===== src/rtl/var_16_1_to_3.sv =====
// Serial-to-parallel framer: collects a 3-word signed stream into OUT1..OUT3.
// Word 1 is marked by in_sof. Framing violations and idle timeouts are flagged
// on frame_err. Completed frames are published atomically with a one-cycle
// out_valid pulse.
module var_16_1_to_3 #(
  parameter int unsigned TIMEOUT = 1000
) (
  input  logic               clk,
  input  logic               rst_n,
  input  logic signed [15:0] in,
  input  logic               in_valid,
  input  logic               in_sof,
  output logic signed [15:0] out1,
  output logic signed [15:0] out2,
  output logic signed [15:0] out3,
  output logic               out_valid,
  output logic               frame_err
);

  localparam int unsigned DW = 16;
  localparam int unsigned CW = (TIMEOUT > 0) ? $clog2(TIMEOUT + 1) : 1;
  localparam logic [CW-1:0] CNT_MAX  = CW'(TIMEOUT);
  localparam logic [CW-1:0] CNT_LAST = CW'(TIMEOUT - 1);

  typedef enum logic [1:0] {
    IDLE = 2'd0,
    GOT1 = 2'd1,
    GOT2 = 2'd2
  } state_t;

  state_t              state;
  state_t              state_nxt;
  logic [CW-1:0]       cnt;
  logic signed [DW-1:0] sh1;
  logic signed [DW-1:0] sh2;

  logic timeout_c;
  logic ld_sh1_c;
  logic ld_sh2_c;
  logic ld_out_c;
  logic err_c;

  // An idle cycle that would bring the counter up to TIMEOUT aborts the frame;
  // a valid word on that same cycle wins because in_valid masks the abort.
  assign timeout_c = (state != IDLE) && !in_valid && (cnt == CNT_LAST);

  // State register
  always_ff @(posedge clk) begin
    if (!rst_n) state <= IDLE;
    else        state <= state_nxt;
  end

  // Next-state logic
  always_comb begin
    state_nxt = state;
    unique case (state)
      IDLE: begin
        if (in_valid && in_sof) state_nxt = GOT1;
      end
      GOT1: begin
        if (in_valid)       state_nxt = in_sof ? GOT1 : GOT2;
        else if (timeout_c) state_nxt = IDLE;
      end
      GOT2: begin
        if (in_valid)       state_nxt = in_sof ? GOT1 : IDLE;
        else if (timeout_c) state_nxt = IDLE;
      end
      default: state_nxt = IDLE;
    endcase
  end

  // Output decode: register load enables and the error condition
  always_comb begin
    ld_sh1_c = 1'b0;
    ld_sh2_c = 1'b0;
    ld_out_c = 1'b0;
    err_c    = 1'b0;
    if (in_valid) begin
      if (in_sof) begin
        ld_sh1_c = 1'b1;
        err_c    = (state != IDLE);
      end else begin
        ld_sh2_c = (state == GOT1);
        ld_out_c = (state == GOT2);
        err_c    = (state == IDLE);
      end
    end else begin
      err_c = timeout_c;
    end
  end

  // Idle-cycle counter: cleared by any accepted word, saturates at TIMEOUT
  always_ff @(posedge clk) begin
    if (!rst_n)                                  cnt <= '0;
    else if (in_valid)                           cnt <= '0;
    else if (state != IDLE && cnt != CNT_MAX)    cnt <= cnt + CW'(1);
  end

  // Shadow registers, atomic output load and status pulses
  always_ff @(posedge clk) begin
    if (!rst_n) begin
      sh1       <= '0;
      sh2       <= '0;
      out1      <= '0;
      out2      <= '0;
      out3      <= '0;
      out_valid <= 1'b0;
      frame_err <= 1'b0;
    end else begin
      if (ld_sh1_c) sh1 <= in;
      if (ld_sh2_c) sh2 <= in;
      if (ld_out_c) begin
        out1 <= sh1;
        out2 <= sh2;
        out3 <= in;
      end
      out_valid <= ld_out_c;
      frame_err <= err_c;
    end
  end

endmodule


===== config.mk =====
export PLATFORM = sky130hd
export DESIGN_NAME = var_16_1_to_3
export DESIGN_NICKNAME = d
export VERILOG_FILES = /design/src/rtl/var_16_1_to_3.sv
export SDC_FILE = /design/constraint.sdc
export NUM_CORES = 1
export LEC_CHECK = 0
export BUFFER_PORTS_ARGS = -buffer_cell sky130_fd_sc_hd__buf_2
export CAP_MARGIN = 20
export CORE_MARGIN = 10
export CORE_UTILIZATION = 35
export CTS_BUF_LIST = sky130_fd_sc_hd__clkbuf_8
export DETAILED_ROUTE_END_ITERATION = 6
export GPL_ROUTABILITY_DRIVEN = 0
export PLACE_DENSITY_LB_ADDON = 0.05
export SYNTH_ARGS = -nofsm -noshare
export SYNTH_HDL_FRONTEND = slang
export SYNTH_SLANG_ARGS = --single-unit

===== constraint.sdc =====
create_clock -name clk -period 1.39 [get_ports clk]
set_clock_uncertainty 0.1 [all_clocks]
set_input_delay 0.3475 -clock clk [delete_from_list [all_inputs] [get_ports clk]]
set_output_delay 0.3475 -clock clk [all_outputs]
set_load 0.01 [all_outputs]

==> flow_metrics.py, run 1 <==
metrics = {
    "placed_design": {
        "placed_cell_area_sq_mm": 0.00445,
        "pre_cts_ws_ns": -0.162,
        "dpl.hpwl_mm": 6.75,
        "io_buffers": 69,
    },
    "cells_and_area": {
        "nNetsFinal": 552,
        "fin_area_sq_mm": 0.00529,
        "n_fill_cell": 1010,
        "regArea_sq_mm": 0.00189,
        "multi_input_area_sq_mm": 0.00203,
        "area_growth_pct": 40.7,
        "drive_gt1_share_pct": 39.8,
        "n_antenna_cell": 0,
    },
    "power_and_ir_drop": {
        "p_sw_mw": 1.21,
        "cellInternalPower_mw": 3.98,
        "p_clk_share_pct": 40.1,
        "power_density_mw_per_mm2": 981,
        "seqPwrFrac_pct": 53.2,
        "p_comb_share_pct": 6.7,
        "swShare_pct": 23.4,
        "max-vdd-ir-drop_mv": 0.426,
        "power.leakage_nw": 2.41,
    },
    "die": {
        "die-area_sq_mm": 0.0153,
        "die_width_um": 124,
        "rows": 37,
        "initial_core_util_pct": 36.1,
        "core_area_sq_mm": 0.0104,
        "die_y_um": 124,
        "ios": 70,
    },
    "clock_network": {
        "clk_latency_ns": 0.37,
        "cts.htree.levels": 3,
        "cts_tree": "yes",
        "ctsHoldBuffers": 0,
        "cts_buffer_depth": 2,
        "cts_root_buf": "clkbuf_8",
        "cts_made_buffers": 9,
        "numClockSinks": 94,
        "path_clk_slew_ns": 0.09,
    },
    "global_route": {
        "grt_max_degree": 38,
        "grt-ovfl-total": 0,
        "antenna_found_initial": 0,
        "grt_usage_pct": 13.0,
        "grt_pass1_vias": 2959,
        "grt_first_pass_wirelength_mm": 15.6,
    },
    "sta": {
        "drv_slew": 0,
        "maxSlewHeadroom_pct": 72.5,
        "hold_violations": 0,
        "rsz0062_at_grt": "yes",
        "setup_tns_ns": -0.892,
        "min_period_over_period_pct": 105,
        "period_minus_slack_ns": 1.45,
        "fin_ws_ns": -0.0636,
        "setup_viol": 31,
        "max_freq_ghz": 0.688,
        "tightest_slew_ns": 0.413,
    },
    "synth": {
        "synth.most_common_cell": "nand2_1",
        "synth-xor-area-share_pct": 1.86,
        "ys_async_sr_fraction_pct": 0,
        "synth_area_leaders": "dfxtp_1 50%, nand2_1 17%, a21boi_0 10%",
        "synth_edf_count": 0,
        "netlist_instances": 430,
        "synthSimpleGateAreaFrac_pct": 22.8,
        "postSynthNetCount": 452,
        "ys_types": 38,
        "synthAdderAreaFrac_pct": 0.665,
        "seq_area_frac_synth_pct": 50.0,
        "synth.mux.area_fraction_pct": 0.266,
        "synth_top_family_by_area": "simple AND/OR/NAND/NOR gates",
        "synth_ff_type": "dfxtp_1",
        "syn-cell-area_sq_mm": 0.00376,
        "ys_ff_latch": 94,
        "yosysTopAreaCellShare_pct": 50.0,
        "synthTopCellsByCount": "170 x nand2_1, 94 x dfxtp_1, 51 x a21boi_0, 16 x a21boi_1, 15 x a21boi_2",
        "synth_compound_area_share_pct": 19.9,
        "synth_area_per_cell_sq_um": 8.75,
        "synth_top_area_cell": "dfxtp_1",
        "yosys_warnings": 0,
    },
    "setup_path": {
        "crit_path_end_kind": "flop",
        "arrival_ns": 1.65,
        "worstPathMaxFanout": 4,
        "crit_required_ns": 1.58,
        "crit_path_start_kind": "flop",
        "worstSetupPathType": "reg -> reg",
    },
    "route": {
        "via_count": 3127,
        "detail-route-antenna-nets": 0,
        "drtPass1Iterations": 4,
        "viasPerCell": 4.66,
        "drc": 0,
        "drt_iter0_markers": 134,
        "drt_wl_total_mm": 10.2,
        "wl_per_cell_um": 15.2,
    },
    "flow_run": {
        "cap_violations": 0,
    },
    "outcome": {
        "run_status": "finished, violations left",
        "failed_checks": "negative setup slack",
    },
    "worst_hold_path": {
        "hold_class": "in -> reg",
    },
}
## sequential cells by signal (all words and copies together) (netlist names)
signal and flops:
frame_err 1, cnt 10, out1 16, out2 16, state 2, out3 16
sh1 16, out_valid 1, sh2 16
## final cells by class
type | count | share of cell area, %
Timing Repair Buffer | 117 | 18.1
Tap cell | 136 | 3.22
Multi-Input combinational cell | 306 | 38.4
Clock buffer | 10 | 2.60
Clock inverter | 6 | 1.77
Sequential cell | 94 | 35.7
Inverter | 2 | 0.142
## cells in the final DEF, fill, tap and decap left out, types with 4 or more instances in the layout
| cell type | count |
|---|---|
| nand2_4 | 28 |
| clkbuf_8 | 10 |
| a21boi_1 | 36 |
| a21boi_0 | 20 |
| dfxtp_1 | 90 |
| nand2_2 | 8 |
| buf_4 | 26 |
| buf_2 | 69 |
| xor2_1 | 4 |
| buf_6 | 5 |
| nor2_1 | 10 |
| nand2_1 | 134 |
| a21boi_2 | 26 |
| buf_12 | 11 |
| xnor2_1 | 4 |
| clkbuf_16 | 4 |
## logic make-up after synthesis
group | after synthesis
AOI/OAI and AO/OA | 91
xor gates and xnor gates | 8
adders and majority gates | 2
buffers and inverters | 30
DFF | 94
muxes | 1
and+or+nand+nor | 204
## power groups by stage
| stage | sequential (mW) | clock, mW | combinational, mW |
|---|---|---|---|
| 4_1_cts | 2.75 | 2.15 | 0.321 |
| 2_1_floorplan | 2.81 | 0 | 0.165 |
| 6_report | 2.76 | 2.08 | 0.346 |
| 5_1_grt | 2.77 | 2.25 | 0.378 |
| 3_5_place_dp | 2.82 | 0 | 0.307 |
| 3_3_place_gp | 2.82 | 0 | 0.306 |
## metal layers
| layer | global-route usage (%) | vias to the layer above | part of all wire (%) |
|---|---|---|---|
| li1 | - | 1597 | - |
| met3 | 3.26 | 11 | 5.1 |
| met4 | 5.68 | 0 | 1.5 |
| met2 | 19.7 | 57 | 47 |
| met1 | 17.0 | 1462 | 47 |
| met5 | 0 | - | 0 |
## timing repair
item                                    in CTS  in global routing
endpoints found under the setup margin      52                 64
setup buffers                                6                  6
gates cloned                                 1                  5
endpoints found under the hold margin        0                  0
pin swaps                                    3                 62
resized for setup                           24                106
## worst paths after layout
path                            startpoint  endpoint  slack (ns)  cells past startpoint
worst max-delay path              state[0]  state[1]       -0.06                      6
worst min-delay path                in[15]  out3[15]        0.14                      3
worst max register to register    state[0]  state[1]       -0.06                      6
worst min register to register     out1[2]   out1[2]        0.35                      2
## critical path: stages, from the launching register on
cell      delay (ns)
dfxtp_4         0.36
buf_4           0.13
buf_4           0.12
o211a_1         0.26
nand4_1         0.16
nand3b_1        0.10
a21boi_1        0.14
## through the flow
| step | instances | hold slack (ns) | util, % | power, mW |
|---|---|---|---|---|
| floorplan | 430 | 0.331 | - | 2.98 |
| global placement | 637 | 0.343 | 42.8 | 3.12 |
| detailed placement | 637 | 0.348 | 42.8 | 3.12 |
| CTS | 660 | 0.135 | 46.0 | 5.22 |
| global route | 671 | 0.134 | 50.8 | 5.39 |
| finish | 671 | 0.136 | 50.8 | 5.19 |
Power figures use the tool's default switching activity.
==> run 2, diff against run 1 <==
--- a/config.mk
+++ b/config.mk
@@ -12,7 +12,7 @@
 export CTS_BUF_LIST = sky130_fd_sc_hd__clkbuf_8
 export DETAILED_ROUTE_END_ITERATION = 6
 export GPL_ROUTABILITY_DRIVEN = 0
-export PLACE_DENSITY_LB_ADDON = 0.05
+export PLACE_DENSITY = 0.68
 export SYNTH_ARGS = -nofsm -noshare
 export SYNTH_HDL_FRONTEND = slang
 export SYNTH_SLANG_ARGS = --single-unit
==> run 2 against run 1 <==
Against the previous run:
- critical path depth is the same
- first-iteration DRC count grew 68%
- register-to-register slack lost 0.02 ns
- the run still ends with negative setup slack left
- non-clock buffer count shrank 2
- global-route usage grew 0.59 points
- via count grew 4.0%
- sequential power is essentially flat
- critical path type unchanged
- sequential share of layout area shrank 0.39 points
==> flow_metrics.py, run 2 (synthesized netlist as in run 1, its figures left out) <==
metrics = {
    "setup_path": {
        "path_cells": "inv_2 > ha_4 > nand3b_1 > o41ai_4 > mux2i_1 > nor2_1",
        "worstPathMaxFanout": 3,
        "worstSetupPathType": "reg -> reg",
        "arrival_ns": 1.63,
        "cpPeakStageDelay_ns": 0.37,
        "path_buf_inv": 1,
        "crit_family": "flip-flops",
        "cpMaxStageDelayCell": "dfxtp_4",
        "crit_path_end_kind": "flop",
        "crit_path_start_kind": "flop",
        "crit_required_ns": 1.55,
    },
    "route": {
        "routed.top_layer": "met4",
        "drc": 0,
        "met3_length_um": 883,
        "wl_met2_mm": 5.32,
        "drt_iter0_markers": 225,
        "wl_per_cell_um": 16.4,
        "wl_met1_mm": 4.48,
        "via_count": 3252,
        "drt_wl_total_mm": 11.0,
        "viasPerCell": 4.86,
        "detail-route-antenna-nets": 0,
        "drtPass1Iterations": 4,
    },
    "cells_and_area": {
        "final_common_cell": "nand2_1",
        "utilization_pct": 51.5,
        "nNetsFinal": 550,
        "drive_gt1_share_pct": 41.5,
        "final_cell_mix": "127 x nand2_1, 90 x dfxtp_1, 69 x buf_2",
        "n_antenna_cell": 0,
        "area_growth_pct": 42.6,
    },
    "die": {
        "die_y_um": 124,
        "ios": 70,
        "die_width_um": 124,
        "initial_core_util_pct": 36.1,
        "die-area_sq_mm": 0.0153,
        "rows": 37,
        "core_area_sq_mm": 0.0104,
    },
    "sta": {
        "period_minus_slack_ns": 1.48,
        "tightest_slew_ns": 0.598,
        "max_freq_ghz": 0.677,
        "rsz0062_at_grt": "yes",
        "fin_ws_ns": -0.0872,
        "maxSlewHeadroom_pct": 60.1,
        "drv_slew": 0,
        "setup_viol": 41,
        "holdWs_ns": 0.134,
        "min_period_over_period_pct": 106,
        "hold_violations": 0,
    },
    "clock_network": {
        "numClockSinks": 94,
        "cts.htree.levels": 3,
        "ctsHoldBuffers": 0,
        "path_clk_slew_ns": 0.10,
        "clk_latency_ns": 0.37,
        "cts_tree": "yes",
        "cts_buffer_depth": 2,
        "cts_root_buf": "clkbuf_8",
        "cts_made_buffers": 9,
    },
    "worst_hold_path": {
        "hold_class": "in -> reg",
    },
    "flow_run": {
        "cap_violations": 0,
    },
    "global_route": {
        "grt_max_degree": 61,
        "grt_usage_pct": 13.5,
        "antenna_found_initial": 0,
        "grt-ovfl-total": 0,
        "grt_first_pass_wirelength_mm": 16.2,
        "grt_pass1_vias": 3203,
    },
    "placed_design": {
        "dpl.hpwl_mm": 6.67,
        "io_buffers": 69,
    },
    "power_and_ir_drop": {
        "power.leakage_nw": 2.40,
        "max-vdd-ir-drop_mv": 0.631,
        "power_density_mw_per_mm2": 949,
    },
    "outcome": {
        "run_status": "finished, violations left",
        "failed_checks": "negative setup slack",
    },
}
[run 2: layer usage]
layer / up-vias / global-route usage, %
met3: 31 / 4.57
met5: - / 0
met4: 0 / 7.93
met2: 69 / 21.5
li1: 1605 / -
met1: 1547 / 15.6
[run 2: final cells by class]
cell class	instances	area, sq um
multi-input combinational	306	2080
tap	136	170
sequential	94	1890
clock buffer	10	138
fill	933	5050
timing repair buffer	115	1000
clock inverter	6	75.1
inverter	2	7.51
[run 2: worst paths after layout]
| path | start | endpoint | slack, ns | cells after the start |
|---|---|---|---|---|
| setup / recovery | cnt[1] | cnt[1] | -0.09 | 6 |
| hold / removal | in[1] | out3[1] | 0.13 | 3 |
| setup reg to reg | cnt[1] | cnt[1] | -0.09 | 6 |
| hold reg to reg | sh1[15] | out1[15] | 0.35 | 2 |
[run 2: per-stage QoR]
stage	setup TNS, ns	cell area, sq um	instances	setup slack, ns	power [mW]
after floorplan	-0.120	3760	430	-0.00800	2.98
after global routing	-3.65	5360	669	-0.191	5.25
final	-1.25	5360	669	-0.0872	5.09
after detailed placement	-6.41	4380	630	-0.151	3.10
after global placement	-3.51	4380	630	-0.0665	3.09
after CTS	-1.82	5010	666	-0.108	5.07
[run 2: worst min-delay path, stage by stage]
cell,delay (ns)
buf_2,0.13
nand2_1,0.05
a21boi_1,0.05
[run 2: repair_timing]
action	in CTS	in global routing
gates cloned	7	3
resized for setup	52	104
setup buffers	13	7
pin swaps	10	73
setup endpoints to repair	56	63
[run 2: power breakdown]
part | switching (mW) | internal [mW] | leakage (nW)
sequential | 0.0327 | 2.73 | 0.762
combinational | 0.184 | 0.174 | 1.53
clock | 1.06 | 0.910 | 0.105
total | 1.28 | 3.81 | 2.40
==> run 3, diff against run 2 <==
==> constraint.sdc (replaced) <==
create_clock -name clk -period 1.3 [get_ports clk]
set_clock_uncertainty 0.1 [all_clocks]
set_input_delay 0.325 -clock clk [delete_from_list [all_inputs] [get_ports clk]]
set_output_delay 0.325 -clock clk [all_outputs]
set_load 0.01 [all_outputs]
==> run 3 against run 2 <==
Against the previous run:
- register-to-register slack got worse by 0.12 ns
- the flow still finishes with violations (negative setup slack)
- worst setup slack got worse by 0.12 ns
- clock power decreased by 8%
- total power increased by 2.5%
- sequential share of layout area decreased by 3.4 points
- sequential cell count unchanged
==> flow_metrics.py, run 3 (synthesized netlist as in run 1, its figures left out) <==
metrics = {
    "outcome": {
        "run_status": "finished, violations left",
        "failed_checks": "negative setup slack",
    },
    "global_route": {
        "grt-ovfl-total": 0,
        "grt_max_degree": 47,
        "grt_pass1_vias": 3443,
        "grt_usage_pct": 14.4,
        "antenna_found_initial": 0,
        "grt_first_pass_wirelength_mm": 17.3,
    },
    "power_and_ir_drop": {
        "p_clk_share_pct": 34.8,
        "power_density_mw_per_mm2": 852,
        "seqPwrFrac_pct": 56.5,
        "p_comb_share_pct": 8.7,
        "swShare_pct": 23.6,
        "power_mw": 5.22,
        "power.leakage_nw": 2.64,
        "cellInternalPower_mw": 3.99,
        "max-vdd-ir-drop_mv": 0.691,
        "p_sw_mw": 1.23,
    },
    "placed_design": {
        "dpl.hpwl_mm": 7.00,
        "io_buffers": 69,
        "pre_cts_ws_ns": -0.249,
    },
    "sta": {
        "setup_tns_ns": -8.65,
        "tightest_slew_ns": 0.408,
        "period_minus_slack_ns": 1.50,
        "max_freq_ghz": 0.665,
        "hold_violations": 0,
        "min_period_over_period_pct": 116,
        "drv_slew": 0,
        "setup_viol": 75,
        "maxSlewHeadroom_pct": 72.8,
        "fin_ws_ns": -0.204,
        "rsz0062_at_grt": "yes",
    },
    "route": {
        "detail-route-antenna-nets": 0,
        "wl_per_cell_um": 16.8,
        "drt_iter0_markers": 140,
        "via_count": 3422,
        "viasPerCell": 4.92,
        "drtPass1Iterations": 4,
        "drt_wl_total_mm": 11.7,
        "drc": 0,
    },
    "die": {
        "die_width_um": 124,
        "rows": 37,
        "die-area_sq_mm": 0.0153,
        "ios": 70,
        "die_y_um": 124,
        "core_area_sq_mm": 0.0104,
        "initial_core_util_pct": 36.1,
    },
    "cells_and_area": {
        "n_antenna_cell": 0,
        "final_cell_mix": "76 x nand2_1, 59 x nand2_4, 49 x buf_2",
        "drive_gt1_share_pct": 62.7,
        "final_common_cell": "nand2_1",
        "n_fill_cell": 813,
        "nNetsFinal": 579,
        "area_growth_pct": 62.8,
    },
    "setup_path": {
        "crit_path_end_kind": "flop",
        "worstSetupPathType": "reg -> reg",
        "worstPathMaxFanout": 3,
        "crit_path_start_kind": "flop",
        "arrival_ns": 1.65,
        "crit_required_ns": 1.44,
    },
    "clock_network": {
        "cts_tree": "yes",
        "cts.htree.levels": 3,
        "cts_buffer_depth": 2,
        "numClockSinks": 94,
        "path_clk_slew_ns": 0.08,
        "cts_root_buf": "clkbuf_8",
        "cts_made_buffers": 9,
        "clk_latency_ns": 0.37,
    },
    "flow_run": {
        "cap_violations": 0,
    },
    "worst_hold_path": {
        "hold_class": "in -> reg",
    },
}
[run 3: layer usage]
metal  vias up  part of all wire, %  GRT usage [%]
li1       1655                    -              -
met1      1663                   41           16.6
met2        82                   52           24.7
met3        22                  4.9           3.53
met4         0                  2.1           6.19
met5         -                    0              0
[run 3: through the flow]
step | std cells | util [%] | area, sq um | hold slack [ns]
CTS | 677 | 51.6 | 5380 | 0.107
global route | 696 | 58.8 | 6120 | 0.129
global placement | 638 | 43.4 | 4520 | 0.342
floorplan | 430 | - | 3800 | 0.331
detailed placement | 638 | 43.4 | 4520 | 0.344
finish | 696 | 58.8 | 6120 | 0.128
[run 3: final cells by class]
| type | instances | area [sq um] | share of cell area [%] |
|---|---|---|---|
| inverter | 2 | 7.51 | 0.123 |
| clock inverter | 5 | 46.3 | 0.756 |
| sequential | 94 | 1950 | 31.9 |
| timing repair buffer | 144 | 1430 | 23.4 |
| tap | 136 | 170 | 2.78 |
| clock buffer | 9 | 124 | 2.02 |
| multi-input combinational | 306 | 2390 | 39.1 |
[run 3: what timing repair did]
item                                    CTS  global route
endpoints found under the setup margin   70           109
hold buffers                              0             0
resized for setup                       131           190
buffers inserted                         17            21
pin swaps                                53           100
gates cloned                             10             1
[run 3: worst paths after layout]
path	depth (start not counted)	from	endpoint	slack, ns
worst max-delay path	6	cnt[0]	cnt[1]	-0.20
worst min-delay path	3	in[0]	sh2[0]	0.13
worst max register to register	6	cnt[0]	cnt[1]	-0.20
worst min register to register	2	out2[9]	out2[9]	0.36
[run 3: worst max-delay path, stage by stage (launching register included)]
cell and delay [ns]:
dfxtp_2 0.34, inv_2 0.08, ha_4 0.12, nand3b_1 0.14
o41ai_4 0.32, mux2i_1 0.24, nor2_1 0.05
[run 3: power by group through the flow]
stage / logic (mW) / clock network [mW] / registers, mW
2_1_floorplan: 0.179 / 0 / 3.01
3_3_place_gp: 0.319 / 0 / 3.01
3_5_place_dp: 0.325 / 0 / 3.01
4_1_cts: 0.400 / 1.83 / 2.94
5_1_grt: 0.485 / 1.95 / 2.95
6_report: 0.454 / 1.81 / 2.95
